File: src/rtl/vga_timing_pkg.sv
// Shared constants and types for the VGA raster timing generator.
// Defaults describe 640x480@60 driven from a 25 MHz pixel clock.
package vga_timing_pkg;

  localparam int unsigned HActiveDef    = 640;
  localparam int unsigned HFrontDef     = 16;
  localparam int unsigned HSyncDef      = 96;
  localparam int unsigned HBackDef      = 48;
  localparam int unsigned VActiveDef    = 480;
  localparam int unsigned VFrontDef     = 10;
  localparam int unsigned VSyncDef      = 2;
  localparam int unsigned VBackDef      = 33;
  localparam bit          SyncPolDef    = 1'b0;
  localparam int unsigned LockStableDef = 1024;

  localparam int unsigned HTotalDef = HActiveDef + HFrontDef + HSyncDef + HBackDef;
  localparam int unsigned VTotalDef = VActiveDef + VFrontDef + VSyncDef + VBackDef;

  // Width of the x/y counters; both totals must fit.
  localparam int unsigned CntW = 10;

  typedef enum logic {
    StWaitLock,
    StRun
  } state_e;

endpackage

File: src/rtl/vga_timing_if.sv
// Raster outputs handed from the timing generator (master) to the pixel pipeline (slave).
interface vga_timing_if #(
  parameter int unsigned CntW = 10
);
  logic            running;
  logic            hsync;
  logic            vsync;
  logic            active;
  logic [CntW-1:0] x;
  logic [CntW-1:0] y;
  logic            frame_start;

  modport master (
    output running, hsync, vsync, active, x, y, frame_start
  );

  modport slave (
    input running, hsync, vsync, active, x, y, frame_start
  );
endinterface

File: src/rtl/vga_lock_filter.sv
// Synchronizes the asynchronous PLL lock and qualifies it with a saturating stability count.
// lock_ok_o is decoded from the next count so the raster starts on the edge the count is reached.
module vga_lock_filter #(
  parameter int unsigned LockStable = 1024
) (
  input  logic clk_i,
  input  logic rst_ni,
  input  logic pll_locked_i,
  output logic lock_ok_o
);

  localparam int unsigned CW = $clog2(LockStable + 1);

  if (LockStable < 1) begin : g_bad_lock_stable
    $error("LockStable must be at least 1");
  end

  logic [1:0]    sync_q;
  logic          lock_s;
  logic [CW-1:0] cnt_q, cnt_d;

  assign lock_s = sync_q[1];

  always_comb begin
    cnt_d = cnt_q;
    if (!lock_s) begin
      cnt_d = '0;
    end else if (cnt_q != CW'(LockStable)) begin
      cnt_d = cnt_q + 1'b1;
    end
  end

  always_ff @(posedge clk_i or negedge rst_ni) begin
    if (!rst_ni) begin
      sync_q <= 2'b00;
      cnt_q  <= '0;
    end else begin
      sync_q <= {sync_q[0], pll_locked_i};
      cnt_q  <= cnt_d;
    end
  end

  assign lock_ok_o = (cnt_d == CW'(LockStable));

endmodule

File: src/rtl/vga_timing.sv
// Lock-qualified raster timing generator: WAIT_LOCK/RUN FSM, x/y counters and registered
// sync/active/frame_start decoded from the next counter values so all outputs stay aligned.
module vga_timing
  import vga_timing_pkg::*;
#(
  parameter int unsigned HActive    = HActiveDef,
  parameter int unsigned HFront     = HFrontDef,
  parameter int unsigned HSync      = HSyncDef,
  parameter int unsigned HBack      = HBackDef,
  parameter int unsigned VActive    = VActiveDef,
  parameter int unsigned VFront     = VFrontDef,
  parameter int unsigned VSync      = VSyncDef,
  parameter int unsigned VBack      = VBackDef,
  parameter bit          SyncPol    = SyncPolDef,
  parameter int unsigned LockStable = LockStableDef
) (
  input  logic         clock_in,
  input  logic         reset_n,
  input  logic         pll_locked,
  vga_timing_if.master vga
);

  localparam int unsigned HTotal     = HActive + HFront + HSync + HBack;
  localparam int unsigned VTotal     = VActive + VFront + VSync + VBack;
  localparam int unsigned HSyncStart = HActive + HFront;
  localparam int unsigned HSyncEnd   = HActive + HFront + HSync;
  localparam int unsigned VSyncStart = VActive + VFront;
  localparam int unsigned VSyncEnd   = VActive + VFront + VSync;

  if (HTotal > (1 << CntW) || VTotal > (1 << CntW)) begin : g_bad_geometry
    $error("Raster totals exceed the counter range");
  end

  logic            lock_ok;
  state_e          state_q, state_d;
  logic [CntW-1:0] x_q, x_d, y_q, y_d;
  logic            running_q, running_d;
  logic            hsync_q, hsync_d;
  logic            vsync_q, vsync_d;
  logic            active_q, active_d;
  logic            frame_start_q, frame_start_d;
  logic            hs_win, vs_win;

  vga_lock_filter #(
    .LockStable(LockStable)
  ) u_lock_filter (
    .clk_i       (clock_in),
    .rst_ni      (reset_n),
    .pll_locked_i(pll_locked),
    .lock_ok_o   (lock_ok)
  );

  always_ff @(posedge clock_in or negedge reset_n) begin
    if (!reset_n) begin
      state_q <= StWaitLock;
    end else begin
      state_q <= state_d;
    end
  end

  always_comb begin
    state_d = state_q;
    unique case (state_q)
      StWaitLock: if (lock_ok)  state_d = StRun;
      StRun:      if (!lock_ok) state_d = StWaitLock;
      default:    state_d = StWaitLock;
    endcase
  end

  // Counters start at (0,0) on entry to RUN and advance only while already running.
  always_comb begin
    x_d = '0;
    y_d = '0;
    if (state_d == StRun && state_q == StRun) begin
      if (x_q == CntW'(HTotal - 1)) begin
        x_d = '0;
        y_d = (y_q == CntW'(VTotal - 1)) ? '0 : y_q + 1'b1;
      end else begin
        x_d = x_q + 1'b1;
        y_d = y_q;
      end
    end
  end

  assign hs_win = (32'(x_d) >= HSyncStart) && (32'(x_d) < HSyncEnd);
  assign vs_win = (32'(y_d) >= VSyncStart) && (32'(y_d) < VSyncEnd);

  always_comb begin
    running_d     = 1'b0;
    hsync_d       = ~SyncPol;
    vsync_d       = ~SyncPol;
    active_d      = 1'b0;
    frame_start_d = 1'b0;
    if (state_d == StRun) begin
      running_d     = 1'b1;
      hsync_d       = hs_win ? SyncPol : ~SyncPol;
      vsync_d       = vs_win ? SyncPol : ~SyncPol;
      active_d      = (32'(x_d) < HActive) && (32'(y_d) < VActive);
      frame_start_d = (x_d == '0) && (y_d == '0);
    end
  end

  always_ff @(posedge clock_in or negedge reset_n) begin
    if (!reset_n) begin
      x_q           <= '0;
      y_q           <= '0;
      running_q     <= 1'b0;
      hsync_q       <= ~SyncPol;
      vsync_q       <= ~SyncPol;
      active_q      <= 1'b0;
      frame_start_q <= 1'b0;
    end else begin
      x_q           <= x_d;
      y_q           <= y_d;
      running_q     <= running_d;
      hsync_q       <= hsync_d;
      vsync_q       <= vsync_d;
      active_q      <= active_d;
      frame_start_q <= frame_start_d;
    end
  end

  assign vga.running     = running_q;
  assign vga.hsync       = hsync_q;
  assign vga.vsync       = vsync_q;
  assign vga.active      = active_q;
  assign vga.x           = x_q;
  assign vga.y           = y_q;
  assign vga.frame_start = frame_start_q;

endmodule
File: src/flat_wrapper.sv
// flat-port wrapper written by rule: the top's interface ports become plain ports
module vga_timing_flat import vga_timing_pkg::*;
#(
  parameter int unsigned HActive    = HActiveDef,
  parameter int unsigned HFront     = HFrontDef,
  parameter int unsigned HSync      = HSyncDef,
  parameter int unsigned HBack      = HBackDef,
  parameter int unsigned VActive    = VActiveDef,
  parameter int unsigned VFront     = VFrontDef,
  parameter int unsigned VSync      = VSyncDef,
  parameter int unsigned VBack      = VBackDef,
  parameter bit          SyncPol    = SyncPolDef,
  parameter int unsigned LockStable = LockStableDef
)
  (clock_in, reset_n, pll_locked, vga_running, vga_hsync, vga_vsync, vga_active, vga_x, vga_y, vga_frame_start);
  vga_timing_if vga_i ();
  input  logic clock_in;
  input  logic reset_n;
  input  logic pll_locked;
  output wire logic [$bits(vga_i.running)-1:0] vga_running;
  output wire logic [$bits(vga_i.hsync)-1:0] vga_hsync;
  output wire logic [$bits(vga_i.vsync)-1:0] vga_vsync;
  output wire logic [$bits(vga_i.active)-1:0] vga_active;
  output wire logic [$bits(vga_i.x)-1:0] vga_x;
  output wire logic [$bits(vga_i.y)-1:0] vga_y;
  output wire logic [$bits(vga_i.frame_start)-1:0] vga_frame_start;
  assign vga_running = vga_i.running;
  assign vga_hsync = vga_i.hsync;
  assign vga_vsync = vga_i.vsync;
  assign vga_active = vga_i.active;
  assign vga_x = vga_i.x;
  assign vga_y = vga_i.y;
  assign vga_frame_start = vga_i.frame_start;
  vga_timing #(.HActive(HActive), .HFront(HFront), .HSync(HSync), .HBack(HBack), .VActive(VActive), .VFront(VFront), .VSync(VSync), .VBack(VBack), .SyncPol(SyncPol), .LockStable(LockStable)) u_core (.clock_in(clock_in), .reset_n(reset_n), .pll_locked(pll_locked), .vga(vga_i));
endmodule
File: config.mk
export PLATFORM = sky130hd
export DESIGN_NAME = vga_timing_flat
export DESIGN_NICKNAME = d
export VERILOG_FILES = /design/src/rtl/vga_timing_pkg.sv /design/src/rtl/vga_timing_if.sv /design/src/rtl/vga_lock_filter.sv /design/src/rtl/vga_timing.sv /design/src/flat_wrapper.sv
export SDC_FILE = /design/constraint.sdc
export NUM_CORES = 1
export LEC_CHECK = 0
export ABC_AREA = 1
export BUFFER_PORTS_ARGS = -buffer_cell sky130_fd_sc_hd__buf_2
export CAP_MARGIN = 0
export CORE_MARGIN = 5
export CORE_UTILIZATION = 50
export CTS_CLUSTER_DIAMETER = 40
export DETAILED_ROUTE_END_ITERATION = 12
export PLACE_DENSITY = 0.7
export SYNTH_ARGS = -nofsm -noshare
export SYNTH_HDL_FRONTEND = slang
export SYNTH_SLANG_ARGS = --single-unit
File: constraint.sdc
create_clock -name clock_in -period 5.2 [get_ports clock_in]
set_input_delay 0.52 -clock clock_in [delete_from_list [all_inputs] [get_ports clock_in]]
set_output_delay 0.52 -clock clock_in [all_outputs]
set_load 0.01 [all_outputs]
==> results.toml, run 1 <==
[place]
gp_congestion = 0.889
place_inst = 424
place_hpwl_mm = 4.02
port_buffers = 27
placed_area_sq_mm = 0.00265

[synthesis]
synthAdderAreaFrac_pct = 2.54
ys_seq_area_share_pct = 38.8
synth_edf_count = 0
synth_top_family_by_area = "simple AND/OR/NAND/NOR gates"
synthArstFlopShare_pct = 100
yosys.area_share.xor_xnor_pct = 2.14
synth_area_sq_mm = 0.00246
synth.avg_cell_area_sq_um = 7.34
yosys.area_share.simple_pct = 38.2
synth_nets = 343
ys_types = 36
ys_ff_latch = 38
ys_warn_count = 0
synth_compound_area_share_pct = 7.28
syn-instance-count = 335
synthMuxAreaShare_pct = 0
ys.flop_type = "dfrtp_1"

[clock_tree]
cts_hold_buf = 0
cts.sinks = 38
insertion_delay_ns = 0.29
cts_setup_buffers = 0
cts_resized = 0
htree_num_levels = 2
path_clk_slew_ns = 0.08
cts_tree = "built"
cts_buffers = 5
cts_root_buffer = "clkbuf_8"
cts_max_path_buffers = 2

[setup_path]
startpoint = "u_core.vga.x[0]"
critPathArrivalTime_ns = 2.87
cp.required_ns = 5.41
crit_type = "reg2reg"
r2r-start = "u_core.vga.x[0]"
startpoint_type = "flop"
endpoint_kind = "flop"
r2r-end = "u_core.vga.vsync"
r2r_slack_ns = 2.54
cp_max_fo = 24
r2r_cells = 12

[finish]
drive_gt1_share_pct = 17.5
num_antenna_cells = 0
post-route-util_pct = 57.6
final_area_sq_mm = 0.00274
fillers = 460
area.growth.synth_to_final_pct = 11.3
fin_nets = 372
instances_no_fill = 432

[timing]
slew_viol_final = 0
period_share_pct = 51.1
max_slew_margin_pct = 42.9
hold_violations = 0
max_freq_mhz = 376
tns_ns = 0
fin_hold_ws_ns = 0.343
max_slew.worst_pin.slew_ns = 0.856
min_period_ns = 2.66
setup_viol = 0
grt_setup_unrepaired = "no"
finClkSkew_ns = 0.00824

[die]
dieArea_sq_mm = 0.00642
die_x_um = 80.1
die_height_um = 80.1
start_util_pct = 51.7
ioPinCount = 28
std_cell_rows = 25
coreArea_sq_mm = 0.00475

[drt]
drt_iter0_drc = 193
wl_per_cell_um = 12.3
avgViaCountPerCell = 5.02
ant_nets = 0
wl_mm = 5.33
vias = 2170
dr.pass1.iters = 4
drc = 0
top_layer = "met4"
met1_length_mm = 2.60
route.met3.wl_um = 276
dr_wl_met2_mm = 2.38

[global_routing]
grt_pass1_wl_mm = 9.23
antenna_found_initial = 0
overflow = 0
grt_use_total_pct = 18.3
grt_pass1_vias = 2017
grt_max_degree = 39

[pwr]
p_per_area_mw_per_mm2 = 194
peakVddDrop_v = 0.000167
p_leak_nw = 1.46

[outcome]
status = "complete, no violations"

[worst_hold_path]
hp-class = "in2async"

[job]
max_cap_viol_count = 0
area by class of cell:
class / instances / area [sq um] / area share, %
Clock inverter: 1 / 5.00 / 0.183
Timing Repair Buffer: 27 / 135 / 4.94
Inverter: 63 / 239 / 8.73
Multi-Input combinational cell: 229 / 1230 / 45.1
Sequential cell: 38 / 953 / 34.8
Tap cell: 67 / 83.8 / 3.06
Clock buffer: 7 / 86.3 / 3.16
worst max-delay path, stage by stage, from the launching register on:
cell and delay (ns):
dfrtp_1 0.45, ha_1 0.21, nand2_1 0.09, nor2_2 0.19, nand2_2 0.11, nor2_4 0.44
nor2_1 0.09, a21oi_1 0.24, inv_1 0.09, nor3_1 0.33, nand3_1 0.13, nor2_1 0.12
nand3_1 0.10
report_power, final:
part | switching, mW | leakage (nW) | internal (mW)
Sequential | 0.00361 | 0.517 | 0.298
Combinational | 0.0174 | 0.892 | 0.00720
Clock | 0.0988 | 0.0482 | 0.107
Total | 0.120 | 1.46 | 0.412
metal layers:
layer  track usage, %  vias up
li1                 -     1123
met1             26.1      982
met2             28.3       57
met3             3.14        8
met4             5.57        0
met5                0        -
registers in the layout (all words and copies together) (netlist names):
signal,flops
u_core.vga.hsync,1
u_core.vga.active,1
u_core.vga.y,10
u_core.vga.x,10
u_core.vga.vsync,1
u_core.vga.running,1
u_core.u_lock_filter.cnt_q,11
u_core.u_lock_filter.sync_q,2
u_core.vga.frame_start,1
per-stage QoR:
stage	total power [mW]	setup slack (ns)
2_1_floorplan	0.322	3.11
3_3_place_gp	0.332	2.74
3_5_place_dp	0.332	2.64
4_1_cts	0.541	2.57
5_1_grt	0.557	2.31
6_report	0.532	2.54
Yosys cell counts, types with 5 or more instances:
cell / count / area share (%)
a21oi_1: 6 / 1.2
dfrtp_1: 36 / 37
ha_1: 5 / 2.5
inv_1: 58 / 8.9
nand2_1: 64 / 9.8
nand3_1: 31 / 6.3
nand3_2: 5 / 2.0
nand4_1: 7 / 1.8
nor2_1: 53 / 8.1
nor2_4: 6 / 2.7
nor3_1: 9 / 1.8
o2111ai_1: 7 / 2.5
o21ai_0: 9 / 1.8
xor2_1: 5 / 1.8
kinds of logic (layout without fill, tap and decap cells):
group / after synthesis / after routing
compound gates: 28 / 28
xor+xnor: 6 / 6
fa+ha+maj: 5 / 5
buf+inv: 68 / 98
flops: 38 / 38
simple gates: 190 / 190
worst max-delay path by stage:
stage,end
floorplan,u_core.vga.vsync
global route,u_core.vga.vsync
finish,u_core.vga.vsync
global placement,u_core.vga.vsync
CTS,u_core.vga.vsync
detailed placement,u_core.vga.vsync
cells in the final DEF, fill, tap and decap left out, types with 2 or more instances in the layout:
cell | Yosys | layout
nand3_1 | 31 | 31
inv_1 | 58 | 58
o21a_1 | 2 | 2
nor2_8 | 2 | 2
nor2_2 | 4 | 4
dfstp_2 | 2 | 2
a21oi_1 | 6 | 6
buf_2 | 2 | 27
clkbuf_8 | 0 | 6
dfrtp_1 | 36 | 36
nor2_4 | 6 | 6
nand4_1 | 7 | 7
inv_2 | 4 | 4
nor3_1 | 9 | 9
ha_1 | 5 | 5
nand2_1 | 64 | 64
nand3_2 | 5 | 5
nor2_1 | 53 | 53
o2111ai_1 | 7 | 7
xor2_1 | 5 | 5
nor3_2 | 3 | 3
o21ai_0 | 9 | 9
No activity file was read; power rests on OpenSTA's default activity.
==> run 2, diff against run 1 <==
--- a/config.mk
+++ b/config.mk
@@ -5,14 +5,14 @@
 export SDC_FILE = /design/constraint.sdc
 export NUM_CORES = 1
 export LEC_CHECK = 0
-export ABC_AREA = 1
+export ABC_AREA = 0
 export BUFFER_PORTS_ARGS = -buffer_cell sky130_fd_sc_hd__buf_2
 export CAP_MARGIN = 0
 export CORE_MARGIN = 5
 export CORE_UTILIZATION = 50
 export CTS_CLUSTER_DIAMETER = 40
 export DETAILED_ROUTE_END_ITERATION = 12
-export PLACE_DENSITY = 0.7
+export PLACE_DENSITY = 0.73
 export SYNTH_ARGS = -nofsm -noshare
 export SYNTH_HDL_FRONTEND = slang
 export SYNTH_SLANG_ARGS = --single-unit
==> constraint.sdc (replaced) <==
create_clock -name clock_in -period 2.4 [get_ports clock_in]
set_input_delay 0.24 -clock clock_in [delete_from_list [all_inputs] [get_ports clock_in]]
set_output_delay 0.24 -clock clock_in [all_outputs]
set_load 0.01 [all_outputs]
==> run 2 against run 1 <==
Compared with the run above: worst hold slack worse by 0.29 ns; die area down 3.8%; power grew 130%; maximum frequency rose by 14%; synthesized cell count is 21% lower; worst setup slack worse by 2.5 ns; via count rose by 2.4%; clock skew about the same; first-iteration DRC count is 11% lower.
==> results.toml, run 2 <==
[outcome]
status = "complete, no violations"

[drt]
dr.pass1.iters = 4
drc = 0
vias = 2222
drt_iter0_drc = 171
ant_nets = 0
wl_per_cell_um = 15.8
wl_mm = 5.92
avgViaCountPerCell = 5.93

[finish]
num_antenna_cells = 0
post-route-util_pct = 62.5
drive_gt1_share_pct = 25.2
final_common_cell = "dfrtp_1"
fin_nets = 328
final_area_sq_mm = 0.00289
fillers = 409
final_cell_mix = "dfrtp_1, buf_4, nor2_1, buf_2, nand3_1"
largest_reg_flops = 11
area.growth.synth_to_final_pct = 23.0
top_register = "u_core.u_lock_filter.cnt_q"

[timing]
max_slew_margin_pct = 44.4
max_freq_mhz = 428
grt_setup_unrepaired = "yes"
setup_viol = 0
finClkSkew_ns = 0.00863
period_share_pct = 97.4
slew_viol_final = 0
tns_ns = 0
hold_violations = 0
finalWorstSetupSlack_ns = 0.0626
max_slew.worst_pin.slew_ns = 0.834
min_period_ns = 2.34

[synthesis]
synth.avg_cell_area_sq_um = 8.91
yosysMostFrequentCell = "dfrtp_1"
synth_common_cells = "dfrtp_1, nor2_1, nand3_1"
synth_top_area_share_pct = 38.3
synth.area.top_cells = "dfrtp_1, xnor2_1, nor2_1"
ys_warn_count = 0
synthArstFlopShare_pct = 100
synth_area_sq_mm = 0.00235
ys_seq_area_share_pct = 40.6
synth_nets = 272
ys_ff_latch = 38
ys.flop_type = "dfrtp_1"
syn-instance-count = 264
synth_edf_count = 0
yosysTopAreaCell = "dfrtp_1"
ys_types = 54

[setup_path]
cp_cell_sequence = "ha_1 > inv_2 > o31ai_2 > nand4_1 > a2111oi_4 > nand4_1 > or4_1"
crit_top_cell = "nand4_1"
cpPeakStageDelay_ns = 0.53
cp_max_fo = 4
crit_type = "reg2reg"
critPathArrivalTime_ns = 2.55
endpoint_kind = "flop"
cp.required_ns = 2.61
startpoint_type = "flop"
slowest_stage = "or4_1"

[clock_tree]
htree_num_levels = 2
cts_buffers = 5
cts.sinks = 38
insertion_delay_ns = 0.29
cts_hold_buf = 0
cts_root_buffer = "clkbuf_8"
cts_max_path_buffers = 2
cts_tree = "built"
path_clk_slew_ns = 0.08

[die]
dieArea_sq_mm = 0.00617
die_height_um = 78.6
std_cell_rows = 25
ioPinCount = 28
die_x_um = 78.6
start_util_pct = 50.8
coreArea_sq_mm = 0.00463

[global_routing]
grt_use_total_pct = 20.4
grt_pass1_vias = 2080
antenna_found_initial = 0
overflow = 0
grt_pass1_wl_mm = 10.0
grt_max_degree = 39

[place]
place_hpwl_mm = 4.31
placed_area_sq_mm = 0.00274
port_buffers = 27
pre_cts_ws_ns = -0.0409
gp_congestion = 0.859

[pwr]
power_mw = 1.25
p_leak_nw = 1.30
peakVddDrop_v = 0.000344
p_per_area_mw_per_mm2 = 431

[worst_hold_path]
hp-class = "in2async"

[job]
max_cap_viol_count = 0
[run 2: cell types whose count changed after synthesis, moves of 8 or more]
| cell | before | now |
|---|---|---|
| nand3_1 | 31 | 19 |
| nor2_1 | 53 | 29 |
| nand2_1 | 64 | 18 |
| inv_1 | 58 | 9 |
| and3_1 | 0 | 8 |
| xnor2_1 | 1 | 14 |
| clkbuf_1 | 1 | 10 |
[run 2: timing repair]
action,CTS,global route
setup buffers,2,0
pin swaps,3,4
endpoints found under the setup margin,1,5
resized for setup,1,8
[run 2: routing by layer]
metal / GRT usage (%) / share of wire (%)
met1: 27.0 / 46
met2: 33.6 / 47
met3: 4.36 / 5.9
met4: 5.42 / 1.2
met5: 0 / 0
[run 2: cell families after synthesis]
| group | synth area share, % |
|---|---|
| fa+ha+maj | 2.66 |
| buf+inv | 3.51 |
| simple gates | 29.6 |
| compound gates | 13.8 |
| xor+xnor | 8.57 |
| flops | 40.6 |
| mux | 1.28 |
[run 2: final cells by class]
cell class	instances	area, sq um	share of cell area [%]
repair buffers	59	375	13.0
clock buffers	7	76.3	2.64
inverters	12	45.0	1.56
multi-input cells	204	1350	46.5
well taps	54	67.6	2.34
clock inverters	1	30.0	1.04
flip-flops and latches	38	953	33.0
[run 2: through the flow]
| stage | std cells | hold WS [ns] |
|---|---|---|
| detailed placement | 365 | 0.335 |
| finish | 375 | 0.0492 |
| CTS | 375 | 0.0514 |
| floorplan | 264 | -0.0556 |
| global placement | 365 | 0.333 |
| global route | 375 | 0.0438 |
[run 2: worst paths after layout]
kind	startpoint	endpoint	slack [ns]	depth (start not counted)
max in group asynchronous	reset_n	u_core.vga.y[6]	1.82	1
min in group clock_in	pll_locked	u_core.u_lock_filter.sync_q[0]	0.06	1
hold / removal	reset_n	u_core.u_lock_filter.cnt_q[5]	0.05	1
setup reg to reg	u_core.u_lock_filter.cnt_q[0]	u_core.vga.hsync	0.06	7
setup / recovery	u_core.u_lock_filter.cnt_q[0]	u_core.vga.hsync	0.06	7
hold reg to reg	u_core.u_lock_filter.sync_q[0]	u_core.u_lock_filter.sync_q[1]	0.35	0
[run 2: critical path, delay by kind of cell (launching register included)]
kind	cells	cell delay, ns
buffers and inverters	1	0.08
and+or+nand+nor	3	0.87
adders and majority gates	1	0.25
AOI/OAI and AO/OA	2	0.68
DFF	1	0.40
[run 2: report_power, final]
part | internal [mW] | total, mW | leakage, nW | switching, mW
Clock | 0.311 | 0.535 | 0.0524 | 0.224
Sequential | 0.646 | 0.652 | 0.517 | 0.00607
Combinational | 0.0226 | 0.0593 | 0.735 | 0.0366
